<file path="config.mk">
export PLATFORM = sky130hd
export DESIGN_NAME = fetch_stage
export DESIGN_NICKNAME = d
export VERILOG_FILES = /design/src/rtl/fetch_stage.sv
export SDC_FILE = /design/constraint.sdc
export NUM_CORES = 1
export LEC_CHECK = 0
export ABC_CLOCK_PERIOD_IN_PS = 2680
export BUFFER_PORTS_ARGS = -buffer_cell sky130_fd_sc_hd__buf_2
export CORE_MARGIN = 2
export CORE_UTILIZATION = 40
export CTS_CLUSTER_SIZE = 25
export DETAILED_ROUTE_END_ITERATION = 12
export GPL_ROUTABILITY_DRIVEN = 1
export PLACE_DENSITY_LB_ADDON = 0.05
export REMOVE_ABC_BUFFERS = 1
export SYNTH_ARGS = -nofsm -noshare
export SYNTH_HDL_FRONTEND = slang
export SYNTH_SLANG_ARGS = --single-unit
</file>
<file path="constraint.sdc">
create_clock -name clk -period 2.68 [get_ports clk]
set_input_delay 0.268 -clock clk [delete_from_list [all_inputs] [get_ports clk]]
set_output_delay 0.268 -clock clk [all_outputs]
set_load 0.01 [all_outputs]
</file>
<file path="src/rtl/fetch_stage.sv">
// Instruction fetch stage with an IF/ID pipeline register.
// Issues one instruction-memory request at a time. A one-entry hold buffer
// absorbs a response that arrives while decode is stalled. Redirects discard
// any request that is still outstanding.
module fetch_stage #(
  parameter logic [31:0] RESET_PC = 32'h0000_0000,
  parameter logic [31:0] NOP_INST = 32'h0000_0013
) (
  input  logic        clk,
  input  logic        rst,
  input  logic        redirect_valid,
  input  logic [31:0] redirect_pc,
  input  logic        stall,
  output logic        imem_req_valid,
  output logic [31:0] imem_req_addr,
  input  logic        imem_req_ready,
  input  logic        imem_rsp_valid,
  input  logic [31:0] imem_rsp_data,
  output logic        id_valid,
  output logic [31:0] id_pc,
  output logic [31:0] id_inst
);

  typedef enum logic [1:0] {
    S_REQ  = 2'd0,  // request fetch_pc
    S_WAIT = 2'd1,  // request accepted, waiting for its response
    S_HOLD = 2'd2,  // response parked in the hold buffer while decode stalls
    S_DROP = 2'd3   // outstanding response is stale and will be discarded
  } state_t;

  state_t      r_state;
  state_t      w_next_state;
  logic [31:0] r_fetch_pc;
  logic [31:0] r_inflight_pc;
  logic [31:0] r_hold_pc;
  logic [31:0] r_hold_inst;
  logic        r_id_valid;
  logic [31:0] r_id_pc;
  logic [31:0] r_id_inst;

  logic w_slot_free;
  logic w_accept;
  logic w_load_rsp;
  logic w_capture_hold;
  logic w_load_hold;

  // IF/ID can take a new instruction when it is empty or being consumed.
  assign w_slot_free = !r_id_valid || !stall;

  // Request channel decoded from registered state only.
  assign imem_req_valid = (r_state == S_REQ);
  assign imem_req_addr  = r_fetch_pc;

  assign id_valid = r_id_valid;
  assign id_pc    = r_id_pc;
  assign id_inst  = r_id_inst;

  // Next-state decode and the per-cycle datapath strobes.
  always_comb begin
    // NOTE: every output of this block is defaulted first so no latch is inferred.
    w_next_state   = r_state;
    w_accept       = 1'b0;
    w_load_rsp     = 1'b0;
    w_capture_hold = 1'b0;
    w_load_hold    = 1'b0;
    case (r_state)
      S_REQ: begin
        if (imem_req_ready) begin
          // The handshake completes even on a redirect; its response is then stale.
          w_accept     = 1'b1;
          w_next_state = redirect_valid ? S_DROP : S_WAIT;
        end
      end
      S_WAIT: begin
        if (redirect_valid) begin
          w_next_state = imem_rsp_valid ? S_REQ : S_DROP;
        end else if (imem_rsp_valid) begin
          if (w_slot_free) begin
            w_load_rsp   = 1'b1;
            w_next_state = S_REQ;
          end else begin
            w_capture_hold = 1'b1;
            w_next_state   = S_HOLD;
          end
        end
      end
      S_HOLD: begin
        if (redirect_valid) begin
          w_next_state = S_REQ;
        end else if (!stall) begin
          w_load_hold  = 1'b1;
          w_next_state = S_REQ;
        end
      end
      S_DROP: begin
        if (imem_rsp_valid) w_next_state = S_REQ;
      end
      default: w_next_state = S_REQ;
    endcase
  end

  // FSM state register.
  always_ff @(posedge clk) begin
    // NOTE: sequential state uses non-blocking assignments so all registers update together.
    if (rst) r_state <= S_REQ;
    else     r_state <= w_next_state;
  end

  // Fetch PC and the address of the outstanding request.
  always_ff @(posedge clk) begin
    if (rst) begin
      r_fetch_pc    <= RESET_PC;
      r_inflight_pc <= RESET_PC;
    end else begin
      if (w_accept) r_inflight_pc <= r_fetch_pc;
      if (redirect_valid) r_fetch_pc <= redirect_pc;
      else if (w_accept)  r_fetch_pc <= r_fetch_pc + 32'd4;
    end
  end

  // One-entry hold buffer for a response that decode cannot yet accept.
  always_ff @(posedge clk) begin
    if (rst || redirect_valid) begin
      r_hold_pc   <= '0;
      r_hold_inst <= '0;
    end else if (w_capture_hold) begin
      r_hold_pc   <= r_inflight_pc;
      r_hold_inst <= imem_rsp_data;
    end
  end

  // IF/ID register: flush on redirect, load, or empty on consumption.
  always_ff @(posedge clk) begin
    if (rst) begin
      r_id_valid <= 1'b0;
      r_id_pc    <= RESET_PC;
      r_id_inst  <= NOP_INST;
    end else if (redirect_valid) begin
      r_id_valid <= 1'b0;
      r_id_inst  <= NOP_INST;
    end else if (w_load_rsp) begin
      r_id_valid <= 1'b1;
      r_id_pc    <= r_inflight_pc;
      r_id_inst  <= imem_rsp_data;
    end else if (w_load_hold) begin
      r_id_valid <= 1'b1;
      r_id_pc    <= r_hold_pc;
      r_id_inst  <= r_hold_inst;
    end else if (r_id_valid && !stall) begin
      r_id_valid <= 1'b0;
      r_id_inst  <= NOP_INST;
    end
  end

endmodule

</file>
==> impl_metrics.env <==
export IMPL_synth_area_per_cell_um2=8.49
export IMPL_place_area_mm2=0.00909
export IMPL_drc=0
export IMPL_viasPerCell=5.36
export IMPL_grt_pass1_wl_um=36400
export IMPL_layout_common_cells="nand2_1, dfxtp_1, buf_2, a21oi_1, nor2_1"
export IMPL_clk_pin_slew_ns=0.07
export IMPL_cp_cell_sequence="or3b_2, nor4_4, a211oi_1, a2111oi_2"
export IMPL_fin_util=0.496
export IMPL_grt_pass1_vias=6845
export IMPL_status="finished clean"
export IMPL_die_h_um=145
export IMPL_hold_path_startpoint="redirect_pc[1]"
export IMPL_area_delta_synth_final_pct=21.1
export IMPL_start_util=0.409
export IMPL_worst_pin_slew_ns=0.780
export IMPL_antenna_found_initial=1
export IMPL_setup_violations=0
export IMPL_critPathKind="reg2reg"
export IMPL_power_leakage_uw=0.00365
export IMPL_power_density_mw_per_mm2=640
export IMPL_gp_congestion=0.838
export IMPL_ctsResizeCount=0
export IMPL_rrSetupSlack_ns=0.48
export IMPL_cts_made_buffers=17
export IMPL_r2r_start="r_state[1]"
export IMPL_netlist_area_mm2=0.00799
export IMPL_hold_violations=0
export IMPL_numClockSinks=195
export IMPL_rsz0062_at_grt="false"
export IMPL_track_usage=0.210
export IMPL_cts_max_path_buffers=2
export IMPL_relSlewSlack=0.480
export IMPL_cap_violations=0
export IMPL_portBuffers=167
export IMPL_setup_ws_ns=0.477
export IMPL_dpl_hpwl_um=14800
export IMPL_routedWlPerCell_um=16.7
export IMPL_h_tree_depth=4
export IMPL_arrival_ns=2.52
export IMPL_rr_endpoint="imem_req_addr[14]"
export IMPL_critPathMaxFanout=13
export IMPL_dpl_cell_count=1320
export IMPL_maxSlewViolCount=0
export IMPL_antenna_cells=0
export IMPL_synthCells=941
export IMPL_fp_dieW_um=145
export IMPL_vias=7252
export IMPL_startpoint="r_state[1]"
export IMPL_grt_ovfl_total=0
export IMPL_timing_fmax_mhz=454
export IMPL_cp_end_kind="register"
export IMPL_cts_tree="yes"
export IMPL_post_cts_buffers=0
export IMPL_first_pass_iters=7
export IMPL_start_kind="register"
export IMPL_die_area_mm2=0.0211
export IMPL_ys_ff_latch=195
export IMPL_final_setup_skew_ns=0.0119
export IMPL_preCtsSetupSlack_ns=0.488
export IMPL_period_share=0.822
export IMPL_ir_drop_mv=0.427
export IMPL_synth_edf_count=0
export IMPL_core_area_mm2=0.0195
export IMPL_drive_gt1_frac=0.217
export IMPL_ctsRootBufferMaster="clkbuf_16"
export IMPL_num_nets_final=1145
export IMPL_min_to="imem_req_addr[1]"
export IMPL_num_rows=51
export IMPL_power_uw=6190
export IMPL_yosys_warnings=0
export IMPL_reg2reg_depth=4
export IMPL_layout_commonest_cell="nand2_1"
export IMPL_final_cell_area_mm2=0.00968
export IMPL_crit_required_ns=3.00
export IMPL_wirelength_um=22600
export IMPL_final_min_clock_period_ns=2.20
export IMPL_crit_slowest_cell="or3b_2"
export IMPL_max_stage_delay_ns=0.72
export IMPL_hold_depth=3
export IMPL_hold_class="in2reg"
export IMPL_drt_iter0_drc=506
export IMPL_async_flop_share=0
export IMPL_fill_cells=1955
export IMPL_ios=168
export IMPL_cts_hold_buf=0
export IMPL_ys_seq_area_frac=0.489
export IMPL_ant_nets=0
export IMPL_ys_flop_type="dfxtp_1"
export IMPL_ys_types=54
export IMPL_fin_cells=1352
export IMPL_grt_max_degree=68
export IMPL_worst_skew_pair_late_latency_ns=0.43
==> flip-flops by register name (all words and copies together) (netlist names) <==
register       count
imem_req_addr     32
id_valid           1
r_inflight_pc     32
id_inst           32
id_pc             32
r_hold_pc         32
r_hold_inst       32
r_state            2
==> logic make-up after synthesis <==
logic type,synth area share
AOI/OAI and AO/OA,0.190
muxes,0.0426
adders and majority gates,0.00157
DFF,0.489
buffers and inverters,0.0432
xor gates and xnor gates,0.0121
and+or+nand+nor,0.222
==> layer usage <==
| metal | vias up | wire [um] | track usage |
|---|---|---|---|
| met5 | - | 7 | 0 |
| li1 | 3616 | - | - |
| met1 | 3412 | 10700 | 0.282 |
| met3 | 23 | 1110 | 0.0462 |
| met2 | 199 | 10500 | 0.346 |
| met4 | 2 | 259 | 0.0544 |
==> cell usage after synthesis (all sizes together) (2+ instances only) <==
library cell	instances	area, um^2
xnor2	7	61.3
o21ai	9	45.0
inv	8	30.0
o2111a	2	22.5
a311oi	6	52.6
nor3	6	30.0
and2	3	18.8
a21oi	102	510
a211o	2	17.5
dfxtp	195	3900
nor2	91	344
nand4	15	93.8
buf	26	128
xor2	4	35.0
a221oi	2	17.5
a211oi	46	345
nor2b	9	56.3
o211ai	2	15.0
nor4	11	111
clkbuf	50	188
and4	11	96.3
and3	13	81.3
a2111oi	7	77.6
a222oi	29	290
nor3b	3	27.5
a31oi	2	12.5
nand3	12	60.1
nand2	213	800
nor4b	2	17.5
mux2i	34	340
o31a	2	17.5
o22ai	3	18.8
==> critical path: cells and delay by family, from the launching register on <==
| kind | cells | cell delay (ns) |
|---|---|---|
| AND/OR/NAND/NOR | 2 | 1.22 |
| AO/OA/AOI/OAI | 2 | 0.44 |
| flip-flops | 1 | 0.43 |
==> power by group <==
part           leakage (uW)  internal, uW  total (uW)  switching (uW)
combinational       0.00179           216         556             340
sequential          0.00158          2980        3080            99.4
clock              0.000284          1340        2560            1220
==> how the worst max path moves through the flow <==
stage,endpoint,slack [ns],depth (start not counted)
detailed placement,imem_req_addr[16],0.49,4
global route,imem_req_addr[14],0.33,4
CTS,imem_req_addr[14],0.47,4
finish,imem_req_addr[14],0.48,4
floorplan,id_inst[10],-8.45,4
global placement,imem_req_addr[31],0.50,6
==> layout make-up <==
class,instances,area [um^2],share of cell area
clock buffer,18,439,0.0454
inverter,8,30.0,0.00310
sequential,195,3900,0.403
multi-input combinational,662,3780,0.390
clock inverter,14,146,0.0151
tap,265,332,0.0343
timing repair buffer,190,1050,0.108
==> stage by stage <==
step / setup TNS [ns] / hold slack, ns
2_1_floorplan: -448.77 / 0.337
3_3_place_gp: 0 / 0.443
3_5_place_dp: 0 / 0.447
4_1_cts: 0 / 0.0566
5_1_grt: 0 / 0.0632
6_report: 0 / 0.0776
No activity file was read; power rests on OpenSTA's default activity.
